`src/rtl/rx_fsm_4bit.sv`:
```
`default_nettype none
// ============================================================================
// Module   : rx_fsm_4bit
// Purpose  : Serial receiver for 4-bit frames (start, A..D, [parity], stop).
//            Optional even parity is enabled by defining macro RX_PARITY_EN.
// Revision : 1.0 - initial release
// ============================================================================
module rx_fsm_4bit #(
  parameter int CLKS_PER_BIT = 16
) (
  input  logic       clk,
  input  logic       rst,
  input  logic       rx,
  output logic [3:0] data_out,
  output logic       data_valid,
  output logic       frame_err,
  output logic       busy,
  output logic       parity_err
);

  localparam int CW = $clog2(CLKS_PER_BIT);
  localparam logic [CW-1:0] c_HALF_LAST = CW'(CLKS_PER_BIT / 2 - 1);
  localparam logic [CW-1:0] c_BIT_LAST  = CW'(CLKS_PER_BIT - 1);

  typedef enum logic [2:0] {
    S_IDLE   = 3'd0,
    S_START  = 3'd1,
    S_DATA   = 3'd2,
`ifdef RX_PARITY_EN
    S_PARITY = 3'd3,
`endif
    S_STOP   = 3'd4
  } state_t;

  state_t          state_q, state_d;
  logic            rx_meta_q, rx_s_q;
  logic [CW-1:0]   cnt_q, cnt_d;
  logic [1:0]      idx_q, idx_d;
  logic [3:0]      shift_q, shift_d;
  logic [3:0]      data_q, data_d;
  logic            valid_q, valid_d;
  logic            ferr_q, ferr_d;
  logic            perr_q, perr_d;
`ifdef RX_PARITY_EN
  logic            par_q, par_d;
`endif

  always_ff @(posedge clk or posedge rst) begin
    if (rst) begin
      rx_meta_q <= 1'b1;
      rx_s_q    <= 1'b1;
      state_q   <= S_IDLE;
      cnt_q     <= '0;
      idx_q     <= '0;
      shift_q   <= '0;
      data_q    <= '0;
      valid_q   <= 1'b0;
      ferr_q    <= 1'b0;
      perr_q    <= 1'b0;
`ifdef RX_PARITY_EN
      par_q     <= 1'b0;
`endif
    end else begin
      rx_meta_q <= rx;
      rx_s_q    <= rx_meta_q;
      state_q   <= state_d;
      cnt_q     <= cnt_d;
      idx_q     <= idx_d;
      shift_q   <= shift_d;
      data_q    <= data_d;
      valid_q   <= valid_d;
      ferr_q    <= ferr_d;
      perr_q    <= perr_d;
`ifdef RX_PARITY_EN
      par_q     <= par_d;
`endif
    end
  end

  always_comb begin
    state_d = state_q;
    cnt_d   = cnt_q + 1'b1;
    idx_d   = idx_q;
    shift_d = shift_q;
    data_d  = data_q;
    valid_d = 1'b0;
    ferr_d  = 1'b0;
    perr_d  = 1'b0;
`ifdef RX_PARITY_EN
    par_d   = par_q;
`endif
    case (state_q)
      S_IDLE: begin
        cnt_d = '0;
        if (!rx_s_q) begin
          state_d = S_START;
          idx_d   = '0;
        end
      end
      S_START: begin
        // Half-bit check rejects short glitches and aligns later samples to mid-bit
        if (cnt_q == c_HALF_LAST) begin
          cnt_d   = '0;
          idx_d   = '0;
          state_d = rx_s_q ? S_IDLE : S_DATA;
        end
      end
      S_DATA: begin
        if (cnt_q == c_BIT_LAST) begin
          cnt_d          = '0;
          shift_d[idx_q] = rx_s_q;
          idx_d          = idx_q + 2'd1;
          if (idx_q == 2'd3) begin
`ifdef RX_PARITY_EN
            state_d = S_PARITY;
`else
            state_d = S_STOP;
`endif
          end
        end
      end
`ifdef RX_PARITY_EN
      S_PARITY: begin
        if (cnt_q == c_BIT_LAST) begin
          cnt_d   = '0;
          par_d   = rx_s_q;
          state_d = S_STOP;
        end
      end
`endif
      S_STOP: begin
        if (cnt_q == c_BIT_LAST) begin
          cnt_d   = '0;
          state_d = S_IDLE;
          if (rx_s_q) begin
`ifdef RX_PARITY_EN
            if (par_q != ^shift_q) begin
              perr_d = 1'b1;
            end else begin
              valid_d = 1'b1;
              data_d  = shift_q;
            end
`else
            valid_d = 1'b1;
            data_d  = shift_q;
`endif
          end else begin
            ferr_d = 1'b1;
          end
        end
      end
      default: begin
        state_d = S_IDLE;
        cnt_d   = '0;
      end
    endcase
  end

  assign data_out   = data_q;
  assign data_valid = valid_q;
  assign frame_err  = ferr_q;
  assign parity_err = perr_q;
  assign busy       = (state_q != S_IDLE);

endmodule
`default_nettype wire

```
`config.mk`:
```
export PLATFORM = sky130hd
export DESIGN_NAME = rx_fsm_4bit
export DESIGN_NICKNAME = d
export VERILOG_FILES = /design/src/rtl/rx_fsm_4bit.sv
export SDC_FILE = /design/constraint.sdc
export NUM_CORES = 1
export LEC_CHECK = 0
export CORE_UTILIZATION = 32
export DETAILED_ROUTE_END_ITERATION = 16
export GPL_ROUTABILITY_DRIVEN = 0
export MAX_ROUTING_LAYER = met4
export PLACE_DENSITY = 0.47
export RECOVER_POWER = 100
export SETUP_SLACK_MARGIN = 0.15
export SLEW_MARGIN = 0
export SYNTH_ARGS = -nofsm -noshare
export SYNTH_HDL_FRONTEND = slang
export SYNTH_SLANG_ARGS = --single-unit
```
`constraint.sdc`:
```
create_clock -name clk -period 2.55 [get_ports clk]
set_input_delay 0.51 -clock clk [delete_from_list [all_inputs] [get_ports clk]]
set_output_delay 0.51 -clock clk [all_outputs]
set_load 0.01 [all_outputs]
```
-- Word level (Yosys, flattened, before mapping)
Index checks and enable logic that the tools add are counted.
- order comparisons: 2
- reduce and logical (&&, ||, !) cells: 9
- divide/modulo/power cells: 0
- $add $sub $neg: 2
- shift-type cells: 0
- bitwise gates (word level): 0
- equal/unequal tests: 11
- multiply operators: 0
- multiplexer cells: 23
- operators by type and width (cell ; number):
    $mux W3 ; 5
    $pmux W3 S4 ; 1
    $ne A2 B2 Y1 const B ; 5
    $mux W2 ; 4
    $mux W4 ; 2
    $pmux W4 S2 ; 1
    $mux W1 ; 7
    $pmux W2 S3 ; 1
    $reduce_bool A3 Y1 ; 2
    $reduce_and A5 Y1 ; 1
    $add A4 B1 Y4 const B ; 1
    $bwmux W4 ; 1
    $eq A4 B3 Y1 const B ; 1
    $eq A4 B4 Y1 const B ; 1
    $reduce_and A4 Y1 ; 1
    $eq A3 B1 Y1 const B ; 1
    $eq A3 B2 Y1 const B ; 1
    $eq A3 B3 Y1 const B ; 1
    $logic_not A3 Y1 ; 1
    $lt A2 B3 Y1 const B ; 1
    $reduce_and A3 Y1 ; 1
    $add A2 B1 Y2 const B ; 1
    $demux W1 S2 ; 1
    $eq A2 B2 Y1 const B ; 1
    other kinds (4) ; 4
- input port bits: 3
- memories: 0
- bits in latches: 0
- output and inout port bits: 8
- memory bits (writable): 0
- memory bits (read-only): 0
- flip-flop bits (word level): 21

-- Longest topological paths before layout
Gate-level depths: netlist of run 1.
- word-level depth: 5
- mapped depth: 5
- gate-level depth less buffers: 5

-- Worst setup path after synthesis of run 1
No wires, ideal clock.
- path kind: register to register
- start point: register state_q[0]
- end point: register data_q[0] (netlist: data_out[0])
- setup time: 0.125 ns
- slack: 0.806 ns
- stages on the path, launching flop included: 6
- required time: 2.425 ns
- data arrival time: 1.619 ns
- path through: dfrtp_1 -> buf_6 -> or3b_1 -> or3_1 -> buf_6 -> mux2_4
- word-level cells in the longest chain between the ends: 2
- RTL lines (item ; RTL line ; text):
    from (decl) ; 35 ; state_t state_q, state_d;
    from (signal assigned) ; 66 ; state_q <= state_d;
    $eq A3 B3 Y1 ; 92 ; case (state_q)
    $reduce_and A3 Y1 (no line) ; - ;
    to (signal assigned) ; 70 ; data_q <= data_d;
    to (decl) ; 40 ; logic [3:0] data_q, data_d;
No other way between the ends.
A chain may end at the register's enable or synchronous reset.

-- Worst setup path after layout of run 1
- start point: register state_q[0]
- end point: output busy
- word-level cells in the longest chain between the ends: 1
- RTL lines (item ; RTL line ; text):
    $reduce_bool A3 Y1 ; 163 ; assign busy = (state_q != S_IDLE);
    to (decl) ; 17 ; output logic busy,
No other way between the ends.

==> results.ini, run 1 <==
[clocking]
cts_buffer_depth=2
cts_tree=done
numCtsBuffers=3
hold_buffers=0
clk_latency_ns=0.30
cts.sinks=21
root_buffer=clkbuf_4
h-tree-depth=1
cts_resized=0
cts.reportedPaths.clkPinSlew_ns=0.12
postCtsSetupRepairBufs=0

[sta]
setup_viol=0
finalHoldViolations=0
fin_setup_tns_ns=0
tightest_slew_ns=1.14
fmax_mhz=430
final_max_slew_viol_count=0
min_period_over_period_pct=91.1
finClkSkew_ns=0.00430
layout_min_cycle_time_ns=2.32
grt_setup_unrepaired=no
max-slew-margin-rel_pct=24.0
fin_ws_ns=0.226

[finish]
syn_to_final_growth_pct=11.5
layout.nets=104
final_cell_area_um2=1120
antenna_cells=0
final_common_cell=dfrtp_1
fill_cells=296
final_cell_mix=19 x dfrtp_1, 9 x nand2_1, 9 x dlygate4sd3_1
drive_above_1_share_pct=13.7

[grt]
antenna_found_initial=0
met3_usage_pct=4.69
use_met1_pct=15.1
grt_max_degree=22
grt_pass1_vias=626
grt_pass1_wl_um=2810
gr-usage-all-layers_pct=11.5
busiest_layer=met2
grtUsageMet2_pct=16.6
grt_overflow=0

[worst_setup_path]
cp_max_fo=9
worst-path-stages=2
cpPeakStageDelay_ns=0.62
arrival_ns=1.81
cp.required_ns=2.04
crit_chain=or3_1 > dlygate4sd3_1
endpoint_kind=primary output
crit_path_start_kind=register
critPathSlowestCell=dlygate4sd3_1
reg2reg_depth=4
cp_num_buf_inv=1
crit_family=buffers and inverters
crit_type=register to primary output
rrSetupSlack_ns=0.70

[logic_synthesis]
avgSynthCellArea_um2=11.9
ys_types=31
ys_warn_count=0
synth_fp_nets=92
netlist_instances=84
synth_seq_cells=21
synth_area_um2=1000
ys_seq_area_share_pct=52.8

[placement]
hpwl_um=1080
placed_area_um2=1110
post-place-ws_ns=0.709
io_buffers=9

[drt]
avgRoutedWirePerCell_um=11.9
drt_iter0_drc=3
detail_route.vias_per_cell=4.76
antenna_left=0
wl_um=1500
drc=0
vias=600
first_pass_iters=10

[die]
io_pins=11
die_height_um=57.9
rows=19
start_util_pct=35.1
core_area_um2=2850
fp.dieArea_um2=3360
die_w_um=57.9

[status]
status=completed

[power]
pwr_density_cell_nw_per_um2=712
irDropWorstVdd_mv=0.499
leakage_nw=0.549

[worst_hold_path]
min_path_cells=0
hp-class=register to register

[job]
maxCapViolCount=0

## path summary, 6_finish.rpt
| kind | from | to |
|---|---|---|
| min in group asynchronous | rst | shift_q[3] |
| setup / recovery | state_q[0] | busy |
| setup reg to reg | state_q[0] | idx_q[1] |
| hold / removal | rx_meta_q | rx_s_q |
| max in group asynchronous | rst | shift_q[0] |
| hold reg to reg | rx_meta_q | rx_s_q |
## sequential cells by signal, indices dropped and copies added, names as in the netlist
name,cells
data_valid,1
state_q,3
frame_err,1
data_out,4
rx_s_q,1
shift_q,4
cnt_q,4
idx_q,2
rx_meta_q,1
## worst register-to-register path: cells and delay by family (launching register included)
kind,cells,cell delay [ns]
AOI/OAI and AO/OA,2,0.81
xor gates and xnor gates,1,0.22
DFF,1,0.51
muxes,1,0.25
## cells by family (layout without fill, tap and decap cells)
group           after synthesis  in the layout  synth area share [%]
simple gates                 29             29                  16.0
other cells                   1              1                 0.375
mux                          10             10                  12.6
xor+xnor                      3              3                  2.63
compound gates                7              7                  4.50
flops                        21             21                  52.8
buf+inv                       8             19                  4.88
fa+ha+maj                     5              5                  6.25
## per-stage QoR
stage,cells,util (%),hold WS (ns),power [mW]
2_1_floorplan,84,-,0.345,0.605
4_1_cts,126,39.8,0.368,0.815
5_1_grt,126,39.1,0.373,0.867
6_report,126,39.1,0.364,0.795
3_3_place_gp,122,38.8,0.350,0.645
3_5_place_dp,122,38.8,0.348,0.647
## Yosys cell counts
cell type,number,area [um^2]
dfrtp_1,19,475
nand2_1,9,33.8
ha_1,5,62.6
inv_1,5,18.8
mux2_2,5,56.3
mux2_4,4,60.1
o21ai_0,4,20.0
nand3_1,3,15.0
nor2_1,3,11.3
buf_6,2,22.5
dfstp_2,2,52.6
nor3_1,2,10.0
or3_1,2,12.5
xor2_1,2,17.5
a2111oi_0,1,8.76
a311oi_1,1,8.76
and2_1,1,6.26
and2b_1,1,7.51
and3_1,1,6.26
and4bb_2,1,12.5
buf_4,1,7.51
conb_1,1,3.75
mux2i_1,1,10.0
nand2b_1,1,6.26
nor3b_1,1,7.51
nor4b_1,1,8.76
o21a_1,1,7.51
or2_2,1,6.26
or2b_1,1,7.51
or3b_1,1,8.76
xnor2_1,1,8.76
## per-layer routing
layer  part of all wire, %  up-vias
met1                    51      282
met3                   4.1        2
met2                    44       11
met4                   1.1        0
li1                      -      305
met5                     0        -
## power by group
part / internal [mW] / leakage (nW) / switching (mW)
combinational: 0.114 / 0.251 / 0.100
sequential: 0.370 / 0.281 / 0.0510
clock: 0.0585 / 0.0177 / 0.102
total: 0.543 / 0.549 / 0.253
## area by class of cell
cell class | instances | area, um^2 | area share [%]
clock buffers | 3 | 22.5 | 2.02
clock inverters | 1 | 5.00 | 0.448
inverters | 5 | 18.8 | 1.68
multi-input cells | 55 | 409 | 36.7
flip-flops and latches | 21 | 528 | 47.3
well taps | 31 | 38.8 | 3.48
repair buffers | 10 | 93.8 | 8.41
No activity file was read; power rests on OpenSTA's default activity.
==> inputs of run 2 (changes only) <==
--- a/config.mk
+++ b/config.mk
@@ -5,6 +5,7 @@
 export SDC_FILE = /design/constraint.sdc
 export NUM_CORES = 1
 export LEC_CHECK = 0
+export CORE_ASPECT_RATIO = 1.75
 export CORE_UTILIZATION = 32
 export DETAILED_ROUTE_END_ITERATION = 16
 export GPL_ROUTABILITY_DRIVEN = 0
==> constraint.sdc (replaced) <==
create_clock -name clk -period 2.86 [get_ports clk]
set_input_delay 0.572 -clock clk [delete_from_list [all_inputs] [get_ports clk]]
set_output_delay 0.572 -clock clk [all_outputs]
set_load 0.01 [all_outputs]
==> results.ini, run 2 (same netlist as run 1, synthesis figures left out) <==
[status]
status=completed

[placement]
placed_area_um2=1110  ; +0.57%
hpwl_um=1220  ; +13%
post-place-ws_ns=0.966  ; +0.257 ns
io_buffers=9  ; unchanged

[sta]
final_max_slew_viol_count=0  ; unchanged
min_period_over_period_pct=81.1
finalHoldViolations=0  ; unchanged
layout_min_cycle_time_ns=2.32
finClkSkew_ns=0.00335  ; -0.000949 ns
grt_setup_unrepaired=no
fin_hold_ws_ns=0.359  ; -0.00518 ns
max-slew-margin-rel_pct=48.4  ; +24 points
fin_ws_ns=0.540  ; +0.313 ns
fmax_mhz=431
setup_viol=0  ; unchanged
tightest_slew_ns=0.773  ; -0.367 ns
fin_setup_tns_ns=0  ; unchanged

[clocking]
numCtsBuffers=3  ; unchanged
cts_resized=0  ; unchanged
h-tree-depth=1  ; unchanged
clk_latency_ns=0.26  ; -0.04 ns
hold_buffers=0  ; unchanged
root_buffer=clkbuf_8
cts_tree=done
cts_buffer_depth=2  ; unchanged
postCtsSetupRepairBufs=0  ; unchanged
cts.sinks=21  ; unchanged
cts.reportedPaths.clkPinSlew_ns=0.08  ; -0.04 ns

[worst_setup_path]
crit_type=register to primary output
crit_path_start_kind=register
crit_chain=or3_1 > dlygate4sd3_1
cpPeakStageDelay_ns=0.61  ; about the same
critPathSlowestCell=dlygate4sd3_1
crit_family=buffers and inverters
cp_num_buf_inv=1  ; unchanged
cp_max_fo=8  ; -1
endpoint_kind=primary output
cp.required_ns=2.29  ; +0.25 ns
arrival_ns=1.75  ; -0.06 ns

[finish]
final_cell_area_um2=1150  ; +2.8%
syn_to_final_growth_pct=14.6
antenna_cells=0  ; unchanged
layout.nets=103  ; -0.96%
final_common_cell=dfrtp_1
drive_above_1_share_pct=13.8  ; +0.15 points
final_cell_mix=19 x dfrtp_1, 9 x nand2_1, 9 x dlygate4sd3_1

[die]
core_area_um2=2960  ; +3.8%
start_util_pct=33.8  ; -1.3 points
die_height_um=76.0  ; +31%
rows=26  ; +7
die_w_um=44.3  ; -24%
fp.dieArea_um2=3360  ; +0.25%
io_pins=11  ; unchanged

[drt]
drt_iter0_drc=7  ; +4
wl_um=1660  ; +11%
antenna_left=0  ; unchanged
drc=0  ; unchanged
detail_route.vias_per_cell=4.44  ; -6.7%
vias=604  ; +0.67%
first_pass_iters=3  ; -7
avgRoutedWirePerCell_um=12.2  ; +2.8%

[grt]
antenna_found_initial=0  ; unchanged
grt_pass1_vias=658  ; +5.1%
grt_max_degree=22  ; unchanged
grt_pass1_wl_um=2950  ; +5.2%
grt_overflow=0  ; unchanged
gr-usage-all-layers_pct=12.1  ; +0.58 points

[power]
pwr_density_cell_nw_per_um2=671  ; -5.8%
irDropWorstVdd_mv=0.468  ; -6.2%
total_power_mw=0.770  ; -3.2%
leakage_nw=0.552  ; +0.51%

[worst_hold_path]
hp-class=register to register

[job]
maxCapViolCount=0  ; unchanged

run 2: cell count changes in the layout (fill, tap and decap cells not counted), sizes merged:
cell,change
clkbuf,-1
clkinvlp,+1
clkinv,-1
run 2: stage by stage:
step / cells / utilization (%)
floorplan: 84 / -
global placement: 132 / 37.6
detailed placement: 132 / 37.6
CTS: 136 / 39.3
global route: 136 / 38.8
finish: 136 / 38.8
run 2: path summary, 6_finish.rpt:
kind | slack, ns | to | startpoint | depth (start not counted)
setup reg to reg | 0.97 | idx_q[1] | state_q[0] | 4
hold / removal | 0.36 | rx_s_q | rx_meta_q | 0
min in group asynchronous | 0.88 | data_out[2] | rst | 2
max in group asynchronous | 1.49 | shift_q[0] | rst | 2
hold reg to reg | 0.36 | rx_s_q | rx_meta_q | 0
setup / recovery | 0.54 | busy | state_q[2] | 2
run 2: cell type report:
| cell class | instances | area (um^2) |
|---|---|---|
| Multi-Input combinational cell | 55 | 409 |
| Clock inverter | 1 | 7.51 |
| Timing Repair Buffer | 9 | 90.1 |
| Sequential cell | 21 | 528 |
| Tap cell | 42 | 52.6 |
| Fill cell | 297 | 1810 |
| Clock buffer | 3 | 41.3 |
| Inverter | 5 | 18.8 |
run 2: power breakdown:
group / internal (mW) / total (mW) / switching [mW] / leakage, nW
logic: 0.102 / 0.199 / 0.0976 / 0.250
clock network: 0.0983 / 0.198 / 0.0998 / 0.0217
registers: 0.330 / 0.372 / 0.0425 / 0.281
run 2: metal layers:
metal,GRT usage [%],share of wire (%),vias to the layer above
li1,-,-,305
met1,13.1,43,290
met2,19.7,54,7
met3,2.13,1.8,2
met4,7.27,1.6,0
met5,-,0,-
